## config.mk

```make
export PLATFORM = sky130hd
export DESIGN_NAME = pattern_sequencer
export DESIGN_NICKNAME = d
export VERILOG_FILES = /design/src/rtl/pattern_sequencer.sv
export SDC_FILE = /design/constraint.sdc
export NUM_CORES = 1
export LEC_CHECK = 0
export CAP_MARGIN = 10
export CORE_MARGIN = 3
export CORE_UTILIZATION = 50
export CTS_BUF_LIST = sky130_fd_sc_hd__clkbuf_16
export DETAILED_ROUTE_END_ITERATION = 12
export PLACE_DENSITY = 0.85
export SLEW_MARGIN = 40
export SYNTH_ARGS = -nofsm -noshare
export SYNTH_HDL_FRONTEND = slang
export SYNTH_SLANG_ARGS = --single-unit
```

## constraint.sdc

```tcl
create_clock -name clk -period 2.6 [get_ports clk]
set_clock_uncertainty 0.05 [all_clocks]
set_input_delay 0.78 -clock clk [delete_from_list [all_inputs] [get_ports clk]]
set_output_delay 0.78 -clock clk [all_outputs]
set_load 0.02 [all_outputs]
```

## src/rtl/pattern_sequencer.sv

```systemverilog
`default_nettype none
// ============================================================================
// pattern_sequencer : steps the pattern ROM address from start to last at a
//                     programmed rate; optional multi-pass via PATSEQ_LOOP_EN
// Revision 1.0
// ============================================================================
module pattern_sequencer #(
  parameter int ADDR_WIDTH  = 8,
  parameter int DIV_WIDTH   = 12,
  parameter int DEFAULT_DIV = 2604
) (
  input  logic                  clk,
  input  logic                  resetn,
  input  logic                  cmd_valid,
  output logic                  cmd_ready,
  input  logic [ADDR_WIDTH-1:0] cmd_start,
  input  logic [ADDR_WIDTH-1:0] cmd_last,
  input  logic [DIV_WIDTH-1:0]  cmd_div,
  input  logic [7:0]            cmd_repeat,
  input  logic                  abort,
  output logic [ADDR_WIDTH-1:0] rom_addr,
  output logic                  rom_en,
  output logic                  busy,
  output logic                  done
);

  localparam logic [DIV_WIDTH-1:0] C_DEFAULT_DIV = DEFAULT_DIV[DIV_WIDTH-1:0];

  typedef enum logic [0:0] {
    S_IDLE = 1'b0,
    S_RUN  = 1'b1
  } state_t;

  state_t                r_state,  w_state_next;
  logic [ADDR_WIDTH-1:0] r_addr,   w_addr_next;
  logic [ADDR_WIDTH-1:0] r_start,  w_start_next;
  logic [ADDR_WIDTH-1:0] r_last,   w_last_next;
  logic [DIV_WIDTH-1:0]  r_div,    w_div_next;
  logic [DIV_WIDTH-1:0]  r_presc,  w_presc_next;
  logic                  r_en,     w_en_next;
  logic                  r_done,   w_done_next;
  logic                  w_accept;
  logic                  w_more_passes;

`ifdef PATSEQ_LOOP_EN
  logic [7:0] r_rem, w_rem_next;
  assign w_more_passes = (r_rem != 8'd0);
`else
  logic w_unused_repeat;
  assign w_unused_repeat = ^cmd_repeat;
  assign w_more_passes   = 1'b0;
`endif

  assign cmd_ready = (r_state == S_IDLE) && !abort;
  assign w_accept  = cmd_valid && cmd_ready;
  assign rom_addr  = r_addr;
  assign rom_en    = r_en;
  assign busy      = (r_state == S_RUN);
  assign done      = r_done;

  always_comb begin
    w_state_next = r_state;
    w_addr_next  = r_addr;
    w_start_next = r_start;
    w_last_next  = r_last;
    w_div_next   = r_div;
    w_presc_next = r_presc;
    w_en_next    = 1'b0;
    w_done_next  = 1'b0;
`ifdef PATSEQ_LOOP_EN
    w_rem_next   = r_rem;
`endif
    case (r_state)
      S_IDLE: begin
        if (w_accept) begin
          w_state_next = S_RUN;
          w_addr_next  = cmd_start;
          w_start_next = cmd_start;
          w_last_next  = cmd_last;
          w_div_next   = (cmd_div == '0) ? C_DEFAULT_DIV : cmd_div;
          w_presc_next = '0;
          w_en_next    = 1'b1;
`ifdef PATSEQ_LOOP_EN
          w_rem_next   = cmd_repeat;
`endif
        end
      end
      S_RUN: begin
        // Abort wins over a coincident step: no rom_en, address holds.
        if (abort) begin
          w_state_next = S_IDLE;
        end else if (r_presc == r_div) begin
          w_presc_next = '0;
          if (r_addr != r_last) begin
            w_addr_next = r_addr + 1'b1;
            w_en_next   = 1'b1;
          end else if (w_more_passes) begin
            w_addr_next = r_start;
            w_en_next   = 1'b1;
`ifdef PATSEQ_LOOP_EN
            w_rem_next  = r_rem - 8'd1;
`endif
          end else begin
            w_state_next = S_IDLE;
            w_done_next  = 1'b1;
          end
        end else begin
          w_presc_next = r_presc + 1'b1;
        end
      end
      default: w_state_next = S_IDLE;
    endcase
  end

  always_ff @(posedge clk or negedge resetn) begin
    if (!resetn) begin
      r_state <= S_IDLE;
      r_addr  <= '0;
      r_start <= '0;
      r_last  <= '0;
      r_div   <= '0;
      r_presc <= '0;
      r_en    <= 1'b0;
      r_done  <= 1'b0;
`ifdef PATSEQ_LOOP_EN
      r_rem   <= 8'd0;
`endif
    end else begin
      r_state <= w_state_next;
      r_addr  <= w_addr_next;
      r_start <= w_start_next;
      r_last  <= w_last_next;
      r_div   <= w_div_next;
      r_presc <= w_presc_next;
      r_en    <= w_en_next;
      r_done  <= w_done_next;
`ifdef PATSEQ_LOOP_EN
      r_rem   <= w_rem_next;
`endif
    end
  end

endmodule
`default_nettype wire

```

==> results of run 1 <==
-- cell type report --
cell class                      count  area, µm²
Clock inverter                      3      43.79
Sequential cell                    43       1076
Timing Repair Buffer               51      496.7
Tap cell                           50      62.56
Fill cell                         334       1249
Multi-Input combinational cell    187       1134
Clock buffer                        5      125.1
Inverter                            4      15.01
-- registers in the layout, summed over array words and instances, names as in the netlist --
name / flops
busy: 1
rom_en: 1
r_last: 8
r_presc: 12
rom_addr: 8
r_div: 12
done: 1
-- repair_timing --
action	CTS	global route
endpoints found under the setup margin	1	0
buffers inserted	0	0
resized for setup	1	0
-- worst min path at each step --
stage | from | cells after the start | endpoint
after global routing | resetn | 2 | r_div[7]$_DFFE_PN0P_
after floorplan | r_div[10]$_DFFE_PN0P_ | 2 | r_div[10]$_DFFE_PN0P_
after global placement | r_div[4]$_DFFE_PN0P_ | 2 | r_div[4]$_DFFE_PN0P_
final | resetn | 2 | r_div[2]$_DFFE_PN0P_
after CTS | resetn | 2 | r_div[7]$_DFFE_PN0P_
after detailed placement | r_div[10]$_DFFE_PN0P_ | 2 | r_div[10]$_DFFE_PN0P_
-- through the flow --
step	area, µm²	setup TNS (ps)
final	2953	0
after global placement	2785	-173.4
after global routing	2953	0
after CTS	2953	0
after detailed placement	2785	-537.9
after floorplan	2281	0
-- cells in the final DEF (no fill, tap or decap), drive strengths merged, types with 5 or more instances in the layout --
cell           synthesis  layout
nand2                 63      63
dfrtp                 43      43
clkdlybuf4s50          0      41
nor2                  16      16
xor2                  16      16
o21ai                 12      12
nand3                 11      11
xnor2                 10      10
a21oi                  9       9
buf                    2       9
mux2i                  8       8
mux2                   8       8
nor3                   7       7
nor4                   7       7
o22a                   5       5
clkbuf                 9       5
-- power by group through the flow --
stage / clock network [µW] / logic, µW / registers [µW]
detailed placement: 0 / 735 / 1040
CTS: 715 / 743 / 1030
floorplan: 0 / 438 / 1030
global route: 743 / 817 / 1050
global placement: 0 / 703 / 1020
finish: 707 / 733 / 1030
-- cell usage after synthesis (all sizes together) --
master   n
o21ai   12
clkbuf   9
nor3     7
ha       2
o22a     5
nor4     7
nand2   63
o21bai   1
xor2    16
mux2i    8
and2     1
o31a     1
nand3   11
a21oi    9
o22ai    1
nor2    16
xnor2   10
inv      4
nand2b   1
mux2     8
o31ai    1
buf      2
dfrtp   43
and3     4
nand4    3
-- cell families after synthesis --
logic type / Yosys count / share of synthesized area, %
buffers and inverters: 15 / 3.126
flip-flops: 43 / 47.17
AO/OA/AOI/OAI: 30 / 7.845
adder cells (fa/ha/maj): 2 / 1.097
XOR/XNOR: 26 / 9.983
AND/OR/NAND/NOR: 113 / 22.16
multiplexers: 16 / 8.612
-- per-layer routing --
metal	vias up	share of wire, %	GRT usage (%)
li1	925	-	-
met1	914	43	27.39
met2	54	51	36.02
met3	10	4.4	3.694
met4	0	1.8	8.451
met5	-	0	0
-- worst max-delay path, stage by stage --
cell	delay, ps
clkdlybuf4s50_1	420
nor2_1	120
dlygate4sd2_1	350
==> parameters.txt, run 1 <==
Parameter                              Value

Critical path
  Worst Setup End Kind ... output port
  Setup crit start ... abort
  Startpoint of the most critical register-to-register path ... r_presc[2]$_DFFE_PN0P_
  Capturing point of the worst reg2reg path ... rom_addr[3]$_DFFE_PN0P_
  Crit-path max FO ... 2
  CP arrival ... 1680 ps
  End of the critical path ... cmd_ready
  Worst Path Class, Setup ... in -> out
  Reg-to-reg setup timing slack ... 340 ps
  R2R cell count ... 5
  Endpoint required time on the critical path ... around 1800 ps
  Startpoint kind of the worst setup timing path ... input port

Logic synthesis
  Unique masters post-synth ... 29
  Mean area per synthesized cell ... around 9.3 µm²
  Count of mapped cells out of synthesis ... 245
  Proportion of synthesized chip area in sequential cells ... a little under half
  Fraction of post-synthesis cell area in the top cell type by area ... 47.17%
  Flops & latches, synth ... 43
  Net count after synthesis ... 287
  Top cells by area in the synthesized netlist ... dfrtp_1 47%, nand2_1 10%, xor2_1 6.1%, mux2_4 4.6%, xnor2_1 3.8%
  Library cell occupying the most area in the post-synthesis netlist ... dfrtp_1
  Yosys warnings ... 0
  Netlist area before placement ... between 0.002 and 0.0025 mm²

Finish
  Number of nets in the final layout ... 334
  Antenna Diode Count ... 0
  Signed area change from the synthesized netlist to the final layout ... 29.46%
  Core occupancy in the finished layout ... 70.28%
  Count of placed standard cells in the final layout, fillers left out ... 343
  Layout cell share with drive strength beyond 1 ... 9.898%

Placed design
  Post-DP HPWL ... 3838 µm
  Number of buffers added on ports ... 43
  Minimum setup slack after placement ... -184.4 ps
  Gp weighted congestion ... about 0.83
  Number of cells in the design after placement ... roughly 340

Global routing
  Initial antenna violation count ... 0
  Wire length of the first global-routing pass ... slightly below 9000 µm
  Maximum number of pins on one net before global-route repair ... 44
  Total grt overflow ... 0
  Overall global routing resource usage ... a little over a fifth
  Via count of the first global-routing pass ... approximately 1900

STA
  Period utilization ... a little over nine tenths
  Unrepaired setup endpoints after global routing ... false
  Achievable Freq ... 399.0 MHz
  Worst-case hold slack ... 413.0 ps
  Worst-case headroom to the max-slew limit ... just under 60%
  Period minus WS final ... 2506 ps
  Setup slack after layout ... 93.85 ps
  Final Slew Violations ... 0
  Finish-stage setup viols ... 0
  Total count of hold-check failures in the final report ... 0
  Slew of the pin with the lowest slew margin ... between 600 and 700 ps

CTS
  Inserted Clock Buffers ... 5
  Source-to-sink clock delay at the later pin of the worst-skew pair ... 280 ps
  Clock tree buffer depth ... 2
  Clock Tree Root ... clkbuf_16
  Hold_buf cts ... 0
  # H-tree levels ... 2
  TritonCTS Sinks ... 43
  Clock tree from TritonCTS ... built
  Clock Pin Slew Worst Setup and Hold Paths ... 60 ps

Power and ir drop
  Leakage power ... around 0.0013 µW
  Total power density per cell area ... about 840 mW/mm²
  Comb pwr share ... between 20 and 30%
  Power consumption ... 2470 µW
  Internal ... ~1700 µW
  IR Drop Worst-Case VDD ... about 0.00049 V
  Sequential share of power ... a little over two fifths
  Switching power of the nets ... between 800 and 900 µW
  Clock share of power ... approximately 29%
  Share of total power consumed by net switching ... between 30% and 40%

Die
  Std-Cell Core Area ... between 0.004 and 0.005 mm²
  Height of the die ... around 74 µm
  Die extent in x ... approximately 74 µm
  Ports placed on the boundary ... 52
  Starting density of the core ... between 50% and 60%
  Die Footprint ... approximately 0.0054 mm²
  Number of placement rows ... 23

Flow run
  Max-capacitance violation count ... 0

Routing
  WL per Instance ... ~15 µm
  TritonRoute pass-1 iters ... 4
  Total wire length ... about 5200 µm
  Remaining design rule violation count ... 0
  Initial DRC count ... 190
  Vias/cell ... approximately 5.5
  DR vias ... 1903
  Antenna Nets Post-Route ... 0

Status
  Status ... complete, no violations

Min path
  Tightest Hold Check Type ... in -> async
Power figures use the tool's default switching activity.
==> inputs of run 2 (changes only) <==
--- a/config.mk
+++ b/config.mk
@@ -6,7 +6,7 @@
 export NUM_CORES = 1
 export LEC_CHECK = 0
 export CAP_MARGIN = 10
-export CORE_MARGIN = 3
+export CORE_MARGIN = 5
 export CORE_UTILIZATION = 50
 export CTS_BUF_LIST = sky130_fd_sc_hd__clkbuf_16
 export DETAILED_ROUTE_END_ITERATION = 12
==> parameters.txt, run 2 (synthesized netlist as in run 1, its figures left out) <==
Parameter                              Value

STA
  Final Slew Violations ... 0 (unchanged)
  Slew of the pin with the lowest slew margin ... 555.8 ps (-77.00 ps)
  Period utilization ... 97.68% (+1.3 points)
  Unrepaired setup endpoints after global routing ... false
  TNS Setup ... 0 ps (unchanged)
  Worst-case hold slack ... 412.9 ps (-0.1090 ps)
  Achievable Freq ... 393.8 MHz (-1.3%)
  Total count of hold-check failures in the final report ... 0 (unchanged)
  Worst-case headroom to the max-slew limit ... 62.95% (+5.1 points)
  Finish-stage setup viols ... 0 (unchanged)
  Period minus WS final ... 2540 ps (+33.46 ps)

Critical path
  Worst Path Class, Setup ... in -> out
  Startpoint of the most critical register-to-register path ... r_presc[9]$_DFFE_PN0P_
  Crit-path max FO ... 2 (unchanged)
  Crit path buf inv count ... 2 (unchanged)
  Startpoint kind of the worst setup timing path ... input port
  Worst Setup End Kind ... output port
  Critical-path cell list ... clkdlybuf4s50_1, nor2_1, dlygate4sd2_1
  Cell at the slowest stage of the critical path ... clkdlybuf4s50_1
  Setup crit start ... abort
  Kind of cell adding the most delay to the critical path ... buffers and inverters
  Endpoint required time on the critical path ... 1770 ps (about the same)
  CP arrival ... 1710 ps (+30 ps)
  Critical Path Max Stage Delay ... 420 ps (about the same)

Finish
  Number of nets in the final layout ... 334 (unchanged)
  Antenna Diode Count ... 0 (unchanged)
  Signed area change from the synthesized netlist to the final layout ... 30.44%
  Count of placed standard cells in the final layout, fillers left out ... 345 (+0.58%)
  Layout cell share with drive strength beyond 1 ... 9.556% (-0.34 points)
  Biggest registers after layout ... r_div (12), r_presc (12)
  Commonest cells after routing, fill and taps aside ... 63 x nand2_1, 43 x dfrtp_1, 41 x clkdlybuf4s50_1, 16 x nor2_1, 16 x xor2_1
  Most common cell after layout, fill and taps aside ... nand2_1
  # fillers ... 332 (-0.60%)

Die
  Die Footprint ... 0.006012 mm² (+11%)
  Ports placed on the boundary ... 52 (unchanged)
  Die extent in x ... 77.54 µm (+5.4%)
  Std-Cell Core Area ... 0.004384 mm² (+4.3%)
  Height of the die ... 77.54 µm (+5.4%)
  Number of placement rows ... 24 (+4.3%)
  Starting density of the core ... 52.03% (-2.3 points)

Routing
  Vias/cell ... 5.333 (-3.9%)
  Remaining design rule violation count ... 0 (unchanged)
  Total wire length ... 5076 µm (-2.2%)
  TritonRoute pass-1 iters ... 4 (unchanged)
  Antenna Nets Post-Route ... 0 (unchanged)
  WL per Instance ... 14.71 µm (-2.7%)
  DR vias ... 1840 (-3.3%)
  Initial DRC count ... 200 (+5.3%)

Status
  Status ... complete, no violations

CTS
  Clock tree buffer depth ... 2 (unchanged)
  TritonCTS Sinks ... 43 (unchanged)
  Clock Tree Root ... clkbuf_16
  Clock Pin Slew Worst Setup and Hold Paths ... 60 ps (about the same)
  Source-to-sink clock delay at the later pin of the worst-skew pair ... 280 ps (about the same)
  Inserted Clock Buffers ... 5 (unchanged)
  Number of post-CTS setup repair buffers ... 0 (unchanged)
  # H-tree levels ... 2 (unchanged)
  Clock tree from TritonCTS ... built

Global routing
  Maximum number of pins on one net before global-route repair ... 44 (unchanged)
  Total grt overflow ... 0 (unchanged)
  Via count of the first global-routing pass ... 1775 (-7.2%)
  Overall global routing resource usage ... 17.43% (-4.0 points)
  Wire length of the first global-routing pass ... 8507 µm (-3.9%)
  Initial antenna violation count ... 0 (unchanged)

Placed design
  Number of cells in the design after placement ... 337 (+0.60%)
  Number of buffers added on ports ... 43 (unchanged)
  Gp weighted congestion ... 0.8058 (-2.5%)
  Post-DP HPWL ... 3688 µm (-3.9%)

Power and ir drop
  IR Drop Worst-Case VDD ... 0.0004742 V (-4.0%)
  Power consumption ... 2545 µW (+3.1%)
  Leakage power ... 0.001348 µW (+0.86%)
  Total power density per cell area ... 855.4 mW/mm² (+2.3%)

Min path
  Tightest Hold Check Type ... in -> async

Flow run
  Max-capacitance violation count ... 0 (unchanged)
## run 2: final cells by class
| cell class | instances | area, µm² | share of cell area (%) |
|---|---|---|---|
| repair buffers | 51 | 496.7 | 16.69 |
| multi-input cells | 187 | 1134 | 38.10 |
| clock buffers | 5 | 125.1 | 4.205 |
| flip-flops and latches | 43 | 1076 | 36.16 |
| well taps | 52 | 65.06 | 2.187 |
| clock inverters | 3 | 63.81 | 2.145 |
| inverters | 4 | 15.01 | 0.5046 |
## run 2: final timing paths
check	end	slack, ps	depth (start not counted)
hold reg to reg	r_div[6]$_DFFE_PN0P_	440	2
max in group asynchronous	rom_addr[4]$_DFFE_PN0P_	1890	2
setup reg to reg	rom_addr[1]$_DFFE_PN0P_	400	5
min in group clk	r_div[6]$_DFFE_PN0P_	440	2
setup / recovery	cmd_ready	60	3
hold / removal	r_presc[11]$_DFFE_PN0P_	410	2
## run 2: power breakdown
part           leakage (µW)  internal [µW]  total (µW)  switching (µW)
clock network     0.0000952            546         790             244
logic              0.000717            401         731             330
registers          0.000536            814        1020             211
## run 2: metrics by stage
step,worst slack [ps],instance area [µm²],utilization (%)
final,60.39,2975,67.87
after global placement,-173.6,2788,63.58
after CTS,54.04,2975,67.87
after detailed placement,-222.9,2788,63.58
after global routing,15.73,2975,67.87
after floorplan,479.0,2281,-
## run 2: timing repair
item | CTS | global route
resized for setup | 1 | 0
setup endpoints to repair | 1 | 0
hold buffers | 0 | 0
## run 2: metal layers
metal  GRT usage (%)  vias up  routed length, µm
met3           4.167        6                219
met4           5.670        0                 68
met5               0        -                  0
met1           22.75      860               2158
met2           28.54       51               2630
li1                -      923                  -
